File: src/rtl/uart_arb_pkg.sv
// Shared types and helpers for the UART transmit arbiter: FSM state encoding,
// default timeout and the round-robin search used by the picker.
package uart_arb_pkg;

    typedef enum logic {
        IDLE   = 1'b0,
        LOCKED = 1'b1
    } arb_state_t;

    localparam int DEF_TIMEOUT_CYCLES = 50000;
    localparam int MAX_REQ            = 8;

    // First set bit of mask at or after ptr, wrapping at n-1; 0 when mask is empty.
    function automatic logic [2:0] next_rr_idx(
        input logic [2:0] ptr,
        input logic [7:0] mask,
        input int         n
    );
        logic [2:0] idx;
        logic       found;
        logic [3:0] pos;
        idx   = '0;
        found = 1'b0;
        for (int k = 0; k < MAX_REQ; k++) begin
            pos = {1'b0, ptr} + 4'(k);
            if (pos >= 4'(n)) begin
                pos = pos - 4'(n);
            end
            if (!found && (k < n) && mask[pos[2:0]]) begin
                idx   = pos[2:0];
                found = 1'b1;
            end
        end
        return idx;
    endfunction

    // Successor of idx in a ring of n requesters.
    function automatic logic [2:0] wrap_inc(
        input logic [2:0] idx,
        input int         n
    );
        logic [2:0] nxt;
        if (32'(idx) == n - 1) begin
            nxt = '0;
        end else begin
            nxt = idx + 3'd1;
        end
        return nxt;
    endfunction

endpackage

File: src/rtl/uart_tx_arbiter_rr_picker.sv
// Combinational round-robin selector: picks the first valid requester at or
// after rr_ptr, wrapping around the ring.
module rr_picker
    import uart_arb_pkg::*;
#(
    parameter int NUM_REQ = 4,
    parameter int IDX_W   = 2
) (
    input  logic [NUM_REQ-1:0] req_valid,
    input  logic [IDX_W-1:0]   rr_ptr,
    output logic [IDX_W-1:0]   sel_idx,
    output logic               sel_any
);

    logic [MAX_REQ-1:0] mask_pad;
    logic [2:0]         ptr_pad;
    logic [2:0]         pick;

    always_comb begin
        mask_pad                = '0;
        mask_pad[NUM_REQ-1:0]   = req_valid;
    end

    assign ptr_pad = 3'(rr_ptr);
    assign pick    = next_rr_idx(ptr_pad, mask_pad, NUM_REQ);
    assign sel_idx = IDX_W'(pick);
    assign sel_any = |req_valid;

endmodule

File: src/rtl/uart_tx_arbiter.sv
// Shares one uart_tx between NUM_REQ byte streams with round-robin grants that
// stay locked until a last byte, plus a stall timeout that forces release.
module uart_tx_arbiter
    import uart_arb_pkg::*;
#(
    parameter int NUM_REQ        = 4,
    parameter int IDX_W          = 2,
    parameter int TIMEOUT_CYCLES = DEF_TIMEOUT_CYCLES,
    parameter int TO_W           = 16
) (
    input  logic                 clk,
    input  logic                 rst_n,
    input  logic [NUM_REQ-1:0]   req_valid,
    input  logic [NUM_REQ*8-1:0] req_data,
    input  logic [NUM_REQ-1:0]   req_last,
    output logic [NUM_REQ-1:0]   req_ready,
    output logic                 tx_valid,
    output logic [7:0]           tx_data,
    input  logic                 tx_ready,
    output logic                 grant_valid,
    output logic [IDX_W-1:0]     grant_idx,
    output logic                 timeout_pulse
);

    localparam logic [TO_W-1:0] TO_LAST = TO_W'(TIMEOUT_CYCLES - 1);

    arb_state_t       state_q, state_d;
    logic [IDX_W-1:0] grant_idx_q, grant_idx_d;
    logic [IDX_W-1:0] rr_ptr_q, rr_ptr_d;
    logic [TO_W-1:0]  to_cnt_q, to_cnt_d;
    logic             timeout_pulse_q, timeout_pulse_d;

    logic [7:0]       req_byte [NUM_REQ];
    logic [IDX_W-1:0] sel_idx;
    logic             sel_any;
    logic             locked;
    logic             g_valid;
    logic             g_last;
    logic             handshake;
    logic             timeout_hit;
    logic [IDX_W-1:0] ptr_after_g;

    genvar gi;
    generate
        for (gi = 0; gi < NUM_REQ; gi++) begin : g_unpack
            assign req_byte[gi] = req_data[8*gi +: 8];
        end
    endgenerate

    rr_picker #(
        .NUM_REQ (NUM_REQ),
        .IDX_W   (IDX_W)
    ) u_picker (
        .req_valid (req_valid),
        .rr_ptr    (rr_ptr_q),
        .sel_idx   (sel_idx),
        .sel_any   (sel_any)
    );

    assign locked      = (state_q == LOCKED);
    assign g_valid     = req_valid[grant_idx_q];
    assign g_last      = req_last[grant_idx_q];
    assign handshake   = locked && g_valid && tx_ready;
    // Only a silent holder ages; UART backpressure with valid high never counts.
    assign timeout_hit = locked && !g_valid && (to_cnt_q == TO_LAST);
    assign ptr_after_g = IDX_W'(wrap_inc(3'(grant_idx_q), NUM_REQ));

    always_ff @(posedge clk or negedge rst_n) begin
        if (!rst_n) begin
            state_q         <= IDLE;
            grant_idx_q     <= '0;
            rr_ptr_q        <= '0;
            to_cnt_q        <= '0;
            timeout_pulse_q <= 1'b0;
        end else begin
            state_q         <= state_d;
            grant_idx_q     <= grant_idx_d;
            rr_ptr_q        <= rr_ptr_d;
            to_cnt_q        <= to_cnt_d;
            timeout_pulse_q <= timeout_pulse_d;
        end
    end

    always_comb begin
        state_d         = state_q;
        grant_idx_d     = grant_idx_q;
        rr_ptr_d        = rr_ptr_q;
        to_cnt_d        = to_cnt_q;
        timeout_pulse_d = 1'b0;
        case (state_q)
            IDLE: begin
                if (sel_any) begin
                    state_d     = LOCKED;
                    grant_idx_d = sel_idx;
                    to_cnt_d    = '0;
                end
            end
            LOCKED: begin
                if (handshake && g_last) begin
                    state_d     = IDLE;
                    grant_idx_d = '0;
                    rr_ptr_d    = ptr_after_g;
                    to_cnt_d    = '0;
                end else if (g_valid) begin
                    to_cnt_d = '0;
                end else if (timeout_hit) begin
                    state_d         = IDLE;
                    grant_idx_d     = '0;
                    rr_ptr_d        = ptr_after_g;
                    to_cnt_d        = '0;
                    timeout_pulse_d = 1'b1;
                end else begin
                    to_cnt_d = to_cnt_q + TO_W'(1);
                end
            end
            default: begin
                state_d     = IDLE;
                grant_idx_d = '0;
            end
        endcase
    end

    // Data path is a pure mux on the holder so no latency is added per byte.
    always_comb begin
        tx_valid      = locked && g_valid;
        tx_data       = locked ? req_byte[grant_idx_q] : 8'h00;
        grant_valid   = locked;
        grant_idx     = grant_idx_q;
        timeout_pulse = timeout_pulse_q;
    end

    generate
        for (gi = 0; gi < NUM_REQ; gi++) begin : g_ready
            assign req_ready[gi] = locked && (grant_idx_q == IDX_W'(gi)) && tx_ready;
        end
    endgenerate

endmodule

File: config.mk
export PLATFORM = sky130hd
export DESIGN_NAME = uart_tx_arbiter
export DESIGN_NICKNAME = d
export VERILOG_FILES = /design/src/rtl/uart_arb_pkg.sv /design/src/rtl/uart_tx_arbiter_rr_picker.sv /design/src/rtl/uart_tx_arbiter.sv
export SDC_FILE = /design/constraint.sdc
export NUM_CORES = 1
export LEC_CHECK = 0
export CAP_MARGIN = 20
export CORE_MARGIN = 4
export CORE_UTILIZATION = 42
export DETAILED_ROUTE_END_ITERATION = 10
export PLACE_DENSITY = 0.77
export SYNTH_ARGS = -nofsm -noshare
export SYNTH_HDL_FRONTEND = slang
export SYNTH_SLANG_ARGS = --single-unit
export TNS_END_PERCENT = 100
File: constraint.sdc
create_clock -name clk -period 1.8 [get_ports clk]
set_input_delay 0.18 -clock clk [delete_from_list [all_inputs] [get_ports clk]]
set_output_delay 0.18 -clock clk [all_outputs]
set_load 0.02 [all_outputs]
==> results of run 1 <==
-- stage by stage --
step | cell area, µm² | setup WS (ns)
global route | 2925 | -0.03849
detailed placement | 2698 | -0.1723
floorplan | 1818 | -0.01440
finish | 2925 | 0.01795
global placement | 2698 | -0.1563
CTS | 2793 | -0.02822
-- repair_timing --
action / 4_1_cts / 5_1_grt
buffers inserted: 5 / 5
pin swaps: 3 / 9
resized for setup: 60 / 30
setup endpoints to repair: 14 / 24
-- power by group --
part           internal (mW)  total, mW  switching [mW]
clock network          0.195      0.358           0.163
logic                   1.14       2.16            1.02
registers              0.559      0.626          0.0671
-- area by class of cell --
cell class / count / area share [%]
Multi-Input combinational cell: 147 / 44.61
Tap cell: 50 / 2.139
Clock buffer: 4 / 1.882
Timing Repair Buffer: 104 / 31.44
Inverter: 8 / 1.027
Sequential cell: 22 / 18.91
-- registers in the layout, indices dropped and copies added (netlist names) --
signal and flops:
to_cnt_q 16, grant_idx 2, rr_ptr_q 2, grant_valid 1
timeout_pulse 1
-- synth_stat cells (all sizes together) (3+ instances only) --
cell    number  area [µm²]
a21oi        7       38.79
and2         9       56.30
and3         7       43.79
buf          7       46.29
dfrtp       22       550.5
ha           6       75.07
inv          8       30.03
mux2         3       37.53
mux2i        8       80.08
mux4         8       180.2
nand2        8       30.03
nand2b       4       32.53
nand3        8       45.04
nor2        20       87.58
nor2b        4       25.02
nor3         3       15.01
o21ai       18       90.08
xnor2        3       26.28
xor2         4       35.03
-- routing by layer --
layer / vias up / GRT usage, % / part of all wire [%]
met5: - / 0 / 0
met4: 0 / 4.628 / 1.5
met3: 16 / 2.599 / 6.9
met2: 79 / 34.65 / 51
met1: 860 / 24.72 / 41
li1: 878 / - / -
-- path summary, 6_finish.rpt --
kind	start	end	slack [ns]	depth (start not counted)
worst max-delay path	grant_idx[0]	tx_data[2]	0.02	5
worst min-delay path	rst_n	to_cnt_q[8]	0.25	2
worst max register to register	grant_idx[0]	grant_idx[0]	0.04	9
worst min register to register	to_cnt_q[3]	to_cnt_q[3]	0.52	1
max in group asynchronous	rst_n	grant_valid	1.30	2
min in group clk	to_cnt_q[3]	to_cnt_q[3]	0.52	1
-- worst register-to-register path, stage by stage, from the launching register on --
cell,delay (ns)
dfrtp_1,0.39
buf_6,0.14
buf_4,0.13
buf_4,0.15
nor2b_4,0.13
a2bb2oi_4,0.08
nor2_4,0.15
a21oi_4,0.05
a21o_1,0.18
a22o_1,0.24
-- cell families (layout without fill, tap and decap cells) --
group                    after synthesis  count (layout)
adder cells (fa/ha/maj)                6               6
XOR/XNOR                               7               7
multiplexers                          19              19
AO/OA/AOI/OAI                         37              37
buffers and inverters                 17             116
flip-flops                            22              22
AND/OR/NAND/NOR                       78              78
==> metrics.yaml, run 1 <==
core_um2: 4086
fillerInstances: 303
worstHoldPathType: "input port to async pin"
layout.cells.most_common: "clkdlybuf4s50_1"
synth_flop_cell: "dfrtp_1"
root_buffer: "clkbuf_8"
cp_slowest_cell: "mux4_2"
grt_overflow: 0
synth_fa_ha_area_share_pct: 4.167
pin_count: 60
syn_area_um2: 1802
synth_compound_area_share_pct: 13.82
cp_top_family: "multiplexers"
crit_fanout: 6
maxSlewHeadroom_pct: 76.93
drtAntennaViolNets: 0
wl_per_cell_um: 15.59
critPathKind: "flip-flop to output port"
layout.nets: 335
clk-insertion-delay-late_ns: 0.27
numCtsBuffers: 3
synthCells: 186
clock-sinks: 22
crit_buf_inv: 3
tns_ns: 0
yosys_warnings: 0
p_leak_nw: 1.271
power_mw: 3.144
via_per_inst: 5.472
synthMuxAreaShare_pct: 16.53
cap_violations: 0
cpMostUsedCell: "buf_6"
drv_slew: 0
worst-slew-pin-transition_ns: 0.3364
fp.dieH_um: 73.50
outcome: "finished, final reports clean"
register_area_um2: 553.0
synthSimpleGateAreaFrac_pct: 26.87
fmax_mhz: 561.2
syn_to_final_growth_pct: 62.36
hold_violations: 0
drcViolationCount: 0
grt_pass1_wl_um: 8349
antenna_found_initial: 0
final_cells: 335
cts_hold_buf: 0
die_area_um2: 5402
rsz0062_at_grt: "true"
final_layout_size_suffix_gt1_share_pct: 37.19
critPathMaxStageDelay_ns: 0.47
track_usage_pct: 19.44
synthXorXnorAreaFrac_pct: 3.403
path_clk_slew_ns: 0.08
first_iter_violations: 105
post-route-util_pct: 71.59
cts_tree: "built"
grt_max_degree: 23
place_congestion: 0.8543
std_cell_rows: 23
synthDistinctLibCells: 51
start_kind: "flip-flop"
grt_pass1_vias: 1825
arrival_ns: 1.60
multi_input_area_um2: 1305
dr.pass1.iters: 4
via_count: 1833
start_util_pct: 44.09
synth_top_family_by_area: "simple AND/OR/NAND/NOR gates"
timing.hold.ws_ns: 0.2531
ys_ff_latch: 22
vdd_drop_max_v: 0.0007232
period_minus_slack_ns: 1.782
ctsLongestPathBuffers: 2
clock_skew_ns: 0.007732
placed_cells: 322
path_cells: "buf_6 > buf_6 > mux4_2 > and2_4 > buf_6"
cp_data_required_time_ns: 1.62
fin_crit_sh_pct: 99.00
syn_avg_cell_area_um2: 9.687
async_reset_ff_share_pct: 100.0
final_cell_mix: "45 x clkdlybuf4s50_1, 40 x buf_4, 20 x dfrtp_1, 16 x nor2_1, 10 x o21ai_0"
h-tree-depth: 1
ys_seq_area_share_pct: 30.56
syn_nets: 235
hpwl_um: 3819
end_kind: "output port"
diodes: 0
synth_edf_count: 0
setup_viol: 0
portBuffers: 59
die_w_um: 73.50
routed_wl_um: 5224
cellPowerDensity_nw_per_um2: 1075
(Power assumes the default switching activity.)
==> inputs of run 2 (changes only) <==
--- a/config.mk
+++ b/config.mk
@@ -7,10 +7,11 @@
 export LEC_CHECK = 0
 export CAP_MARGIN = 20
 export CORE_MARGIN = 4
-export CORE_UTILIZATION = 42
+export CORE_UTILIZATION = 41
 export DETAILED_ROUTE_END_ITERATION = 10
-export PLACE_DENSITY = 0.77
+export PLACE_DENSITY = 0.76
 export SYNTH_ARGS = -nofsm -noshare
 export SYNTH_HDL_FRONTEND = slang
+export SYNTH_HIERARCHICAL = 1
 export SYNTH_SLANG_ARGS = --single-unit
 export TNS_END_PERCENT = 100
==> constraint.sdc (replaced) <==
create_clock -name clk -period 1.8 [get_ports clk]
set_input_delay 0.18 -clock clk [delete_from_list [all_inputs] [get_ports clk]]
set_output_delay 0.18 -clock clk [all_outputs]
set_load 0.005 [all_outputs]
==> run 2 against run 1 <==
The run now ends with setup timing left. Design area grew 10%. Clock-buffer cell count is 1 lower. Non-clock buffer count is 14 higher. Utilization grew 7.8 points. Critical path depth grew 1. Die area shrank 0.35%. Critical endpoint is now to_cnt_q[7]. Highest routed layer unchanged.
==> metrics.yaml, run 2 <==
grt_pass1_wl_um: 10730  # +29%
worst-slew-pin-transition_ns: 0.4601  # +0.1237 ns
placed_cells: 316  # -1.9%
tns_ns: -4.084  # -4.084 ns
hold_violations: 0  # unchanged
setup_slack_ns: -0.2182  # -0.2362 ns
hpwl_um: 4076  # +6.7%
via_per_inst: 6.257  # +14%
place_congestion: 0.8499  # -0.52%
clock-sinks: 22  # unchanged
path_clk_slew_ns: 0.08  # about the same
placed_cell_area_um2: 2706  # +0.32%
period_minus_slack_ns: 2.018  # +0.2362 ns
numCtsBuffers: 3  # unchanged
setup_viol: 31  # +31
busiest_layer: "met2"
grt_pass1_vias: 2087  # +14%
synth_flop_cell: "dfrtp_1"
timing.hold.ws_ns: 0.2635  # +0.01046 ns
layout.nets: 338  # +0.90%
fp.dieH_um: 73.37  # -0.18%
arrival_ns: 2.23  # +0.63 ns
met2_usage_pct: 42.60  # +8.0 points
synthCells: 174  # -6.5%
root_buffer: "clkbuf_8"
start_util_pct: 43.17  # -0.92 points
worst_r2r_startpoint: "grant_idx[0]"
synth_common_cells: "22 x dfrtp_1, 11 x nand2_1, 10 x and2_1, 10 x mux4_2, 9 x nor2_1"
crit_fanout: 5  # -1
layout.cells.most_common: "clkdlybuf4s50_1"
yosysTopAreaCellShare_pct: 31.43  # +0.87 points
die_area_um2: 5382  # -0.35%
first_iter_violations: 276  # +160%
power_mw: 3.741  # +19%
via_count: 2121  # +16%
design_area_um2: 3222  # +10%
synth_top_area_cell: "dfrtp_1"
grt_overflow: 0  # unchanged
r2r-end: "to_cnt_q[7]"
dp_slack_ns: -0.2542  # -0.08189 ns
final_layout_size_suffix_gt1_share_pct: 45.67  # +8.5 points
fmax_mhz: 495.5  # -12%
syn_to_final_growth_pct: 83.93
use_met1_pct: 34.25  # +9.5 points
wl_per_cell_um: 21.39  # +37%
ys_seq_area_share_pct: 31.43  # +0.87 points
die_w_um: 73.37  # -0.18%
regMostFlops: "to_cnt_q"
final_cells: 339  # +1.2%
critPathKind: "flip-flop to flip-flop"
clk-insertion-delay-late_ns: 0.27  # about the same
synth_most_common_cell: "dfrtp_1"
syn_avg_cell_area_um2: 10.07  # +3.9%
yosys_warnings: 6  # +6
drcViolationCount: 0  # unchanged
dr.pass1.iters: 5  # +1
grt_util_met3_pct: 3.830  # +1.2 points
synth_edf_count: 0  # unchanged
cap_violations: 0  # unchanged
violations: "setup timing"
diodes: 0  # unchanged
final_cell_mix: "46 x clkdlybuf4s50_1, 34 x buf_4, 26 x buf_6, 20 x dfrtp_1, 11 x nand2_1"
async_reset_ff_share_pct: 100.0  # unchanged
grt_max_degree: 23  # unchanged
syn_nets: 222  # -5.5%
end_kind: "flip-flop"
clock_skew_ns: 0.002344  # -0.005388 ns
p_leak_nw: 1.382  # +8.8%
ys_ff_latch: 22  # unchanged
largest_reg_flops: 16  # unchanged
vdd_drop_max_v: 0.0007124  # -1.5%
synthDistinctLibCells: 45  # -12%
h-tree-depth: 1  # unchanged
routed_wl_um: 7252  # +39%
ctsLongestPathBuffers: 2  # unchanged
synth.area.top_cells: "dfrtp_1 31%, mux4_2 13%, and2_1 3.6%, ha_1 3.6%, o31ai_1 3.4%"
fillerInstances: 213  # -30%
portBuffers: 59  # unchanged
track_usage_pct: 25.58  # +6.1 points
cp_data_required_time_ns: 2.01  # +0.39 ns
drv_slew: 0  # unchanged
cellPowerDensity_nw_per_um2: 1161  # +8.0%
cts_tree: "built"
syn_area_um2: 1752  # -2.8%
core_um2: 4058  # -0.70%
std_cell_rows: 23  # unchanged
outcome: "complete, but fails checks"
drtAntennaViolNets: 0  # unchanged
worst-r2r-cell-count: 6  # -3
pin_count: 60  # unchanged
rsz0062_at_grt: "true"
post-route-util_pct: 79.40  # +7.8 points
start_kind: "flip-flop"
r2r_setup_slack_ns: -0.22  # -0.26 ns
maxSlewHeadroom_pct: 69.09  # -7.8 points
worstHoldPathType: "input port to async pin"
fin_crit_sh_pct: 112.1  # +13 points
antenna_found_initial: 0  # unchanged
==> run 2: kinds of logic after synthesis <==
group                    Yosys count  share of synthesized area (%)
AND/OR/NAND/NOR                   77                          26.86
adder cells (fa/ha/maj)            5                          3.571
flip-flops                        22                          31.43
buffers and inverters             17                          5.214
AO/OA/AOI/OAI                     38                          17.07
multiplexers                      15                          15.86
==> run 2: routing by layer <==
layer	vias up	wire (µm)
li1	918	-
met1	1043	2864
met2	124	3568
met3	36	556
met4	0	262
met5	-	0
==> run 2: what timing repair did <==
action / CTS / global route
buffers inserted: 15 / 6
pin swaps: 14 / 11
endpoints found under the setup margin: 34 / 35
gates resized for setup: 77 / 48
cloned: 4 / 0
hold buffers: 0 / 0
==> run 2: final cells by class <==
type                       count  area (µm²)  share of cell area, %
sequential                    22       553.0                  17.17
timing repair buffer         118        1117                  34.68
multi-input combinational    138        1389                  43.11
tap                           50       62.56                  1.942
clock inverter                 1       30.03                 0.9320
clock buffer                   3       41.29                  1.282
inverter                       7       28.78                 0.8932
==> run 2: worst max path at each step <==
stage | from | endpoint
after global routing | to_cnt_q[7] | to_cnt_q[11]
after global placement | req_valid[3] | to_cnt_q[9]
after detailed placement | req_valid[3] | to_cnt_q[9]
final | grant_idx[0] | to_cnt_q[7]
after CTS | grant_idx[0] | tx_data[3]
after floorplan | to_cnt_q[12] | rr_ptr_q[0]
==> run 2: worst max-delay path, cell delays in order (launching register included) <==
cell      delay, ns
dfrtp_1        0.43
buf_6          0.14
mux4_2         0.58
buf_6          0.16
nand2b_4       0.18
o31ai_1        0.28
a22o_1         0.18
==> run 2: where the power goes <==
group / internal [mW] / switching (mW)
sequential: 0.569 / 0.102
clock: 0.297 / 0.172
combinational: 1.56 / 1.04
==> RTL edit (config.mk and constraints of run 1) <==
`IDX_W` is set to 2 in 2 places; all go to 1.
--- a/src/rtl/uart_tx_arbiter_rr_picker.sv
+++ b/src/rtl/uart_tx_arbiter_rr_picker.sv
@@ -4,7 +4,7 @@
     import uart_arb_pkg::*;
 #(
     parameter int NUM_REQ = 4,
-    parameter int IDX_W   = 2
+    parameter int IDX_W   = 1
 ) (
     input  logic [NUM_REQ-1:0] req_valid,
     input  logic [IDX_W-1:0]   rr_ptr,
--- a/src/rtl/uart_tx_arbiter.sv
+++ b/src/rtl/uart_tx_arbiter.sv
@@ -4,7 +4,7 @@
     import uart_arb_pkg::*;
 #(
     parameter int NUM_REQ        = 4,
-    parameter int IDX_W          = 2,
+    parameter int IDX_W          = 1,
     parameter int TIMEOUT_CYCLES = DEF_TIMEOUT_CYCLES,
     parameter int TO_W           = 16
 ) (
Ports: changed (resized grant_idx); port bits go from 60 to 59. The function was not compared with the original's and may differ.
==> RTL edit against run 1 <==
Synthesized area shrank 25%; global-route usage shrank 2.3 points; sequential cell count shrank 2; synthesized cell count shrank 22%; setup slack gained 0.085 ns; routed wire length shrank 33%; maximum frequency grew 5.0%; design area shrank 33%; via count shrank 29%.
Power is not compared: it rests on default switching activity, and its combinational part moved more than twofold at a synthesized area within 25%.
==> RTL edit: results (changes against run 1) <==
* Run status: finished clean (unchanged)
* WP data arrival: 1.93 ns (was 1.60 ns)
* Overall track demand over capacity in global routing: 17.2% (was 19.4%)
* Clock transition at the registers of the reported paths: 0.10 ns (was 0.08 ns)
* Skew-Pair Late Insertion Delay: 0.29 ns (was 0.27 ns)
- The post-placement setup slack was -0.171 ns (was -0.172 ns).
- Max Fanout on Critical Path: 3 (was 6)
- Library cell contributing the largest single delay on the critical path: sky130_fd_sc_hd__or4_1 (was sky130_fd_sc_hd__mux4_2)
* Delay contributed by the slowest stage of the critical path: 0.57 ns (was 0.47 ns)
- The sequential fraction of the synthesis area is 37.0% (was 30.6%).
- Number of instances in the synthesized netlist: 145 (was 186)
* CTS Root Buffer Type: sky130_fd_sc_hd__clkbuf_4 (was sky130_fd_sc_hd__clkbuf_8)
- The count of buffers from port buffering was 40 (was 59).
- Top cells by area in the synthesized netlist: sky130_fd_sc_hd__dfrtp_1 (37%), sky130_fd_sc_hd__mux2i_1 (8.1%), sky130_fd_sc_hd__nor2b_1 (4.2%), sky130_fd_sc_hd__nand2_1 (3.0%), sky130_fd_sc_hd__a21oi_1 (3.0%) (was sky130_fd_sc_hd__dfrtp_1 (31%), sky130_fd_sc_hd__mux4_2 (10%), sky130_fd_sc_hd__o21ai_0 (4.7%), sky130_fd_sc_hd__mux2i_1 (4.4%), sky130_fd_sc_hd__ha_1 (4.2%))
- The mux cell area share after synthesis was 8.96% (was 16.5%).
- Number of distinct library cell variants in the gate-level netlist after synthesis: 47 (was 51)
- The cell family with the largest share of critical-path delay was simple AND/OR/NAND/NOR gates (was multiplexers).
* Adder and majority gate portion of the synthesized area: 0.924% (was 4.17%)
- Commonest cells in the netlist: sky130_fd_sc_hd__dfrtp_1 (20), sky130_fd_sc_hd__mux2i_1 (11), sky130_fd_sc_hd__nand2_1 (11), sky130_fd_sc_hd__nor2_1 (9), sky130_fd_sc_hd__nor2b_1 (9) (was sky130_fd_sc_hd__dfrtp_1 (22), sky130_fd_sc_hd__nor2_1 (17), sky130_fd_sc_hd__o21ai_0 (17), sky130_fd_sc_hd__and2_1 (9)).
- The XOR/XNOR share of the synthesized area is 1.94% (was 3.40%).
- The final clock skew came to 0.00305 ns (was 0.00773 ns).
- Final weighted congestion in routability-driven placement: 0.820 (was 0.854)
- DRC marker count from the first detailed-route iteration: 58 (was 105)
- The total wire length came to 3.52 mm (was 5.22 mm).
* Number of placed instances with taps included: 241 (was 322)
- Overall via count from detail_route: 1,302 (was 1,833)
- The count of buffer and inverter cells on the critical path came to 0 (was 3).
- The detailed placer's ending HPWL was 2.86 mm (was 3.82 mm).
-- RTL edit: cell count changes after synthesis, sizes merged, moves of 5 or more --
cell	run 1	this run
mux4	8	0
o21ai	18	6
ha	6	1
nor2	20	10
nor2b	4	9
-- RTL edit: what timing repair did --
action,4_1_cts,5_1_grt
setup endpoints to repair,16,5
pin swaps,0,0
gates resized for setup,16,2
buffers inserted,0,2
-- RTL edit: metal layers --
layer | GRT usage, % | vias to the layer above | wire length [um]
met4 | 4.49 | 0 | 44
li1 | - | 642 | -
met1 | 18.7 | 632 | 1380
met3 | 3.99 | 7 | 127
met5 | 0 | - | 0
met2 | 32.8 | 21 | 1960
-- RTL edit: logic make-up after synthesis --
logic type,Yosys count
xor+xnor,3
mux,12
fa+ha+maj,1
simple gates,64
flops,20
buf+inv,15
compound gates,30
-- RTL edit: final timing paths --
path                              from            to  slack [ns]  cells past startpoint
max                        to_cnt_q[0]  to_cnt_q[14]        0.10                      5
min                              rst_n   to_cnt_q[0]        0.21                      2
max reg2reg                to_cnt_q[0]  to_cnt_q[14]        0.10                      5
min reg2reg                   rr_ptr_q      rr_ptr_q        0.54                      2
max in group asynchronous        rst_n     grant_idx        1.37                      2
min in group clk              rr_ptr_q      rr_ptr_q        0.54                      2
-- RTL edit: cell type report --
class / count / area [um2]
inverter: 7 / 26.3
clock buffer: 3 / 22.5
timing repair buffer: 62 / 562
fill: 273 / 1120
sequential: 20 / 502
tap: 44 / 55.1
multi-input combinational: 110 / 795
-- RTL edit: through the flow --
step,cell area (um2),utilization (%),hold slack [ns],power [W],setup TNS (ns)
6_report,1960,63.7,0.207,0.00120,0
5_1_grt,1960,63.7,0.219,0.00129,-0.00163
4_1_cts,1930,62.8,0.210,0.00120,0
3_5_place_dp,1910,62.2,0.514,0.00103,-1.65
3_3_place_gp,1910,62.2,0.497,0.00101,-1.13
2_1_floorplan,1350,-,-0.116,0.000793,0
-- RTL edit: report_power, final --
part	total (W)	switching, W	internal, W
clock	0.000202	0.000124	0.0000779
sequential	0.000511	0.0000316	0.000480
combinational	0.000489	0.000251	0.000238
total	0.00120	0.000407	0.000796
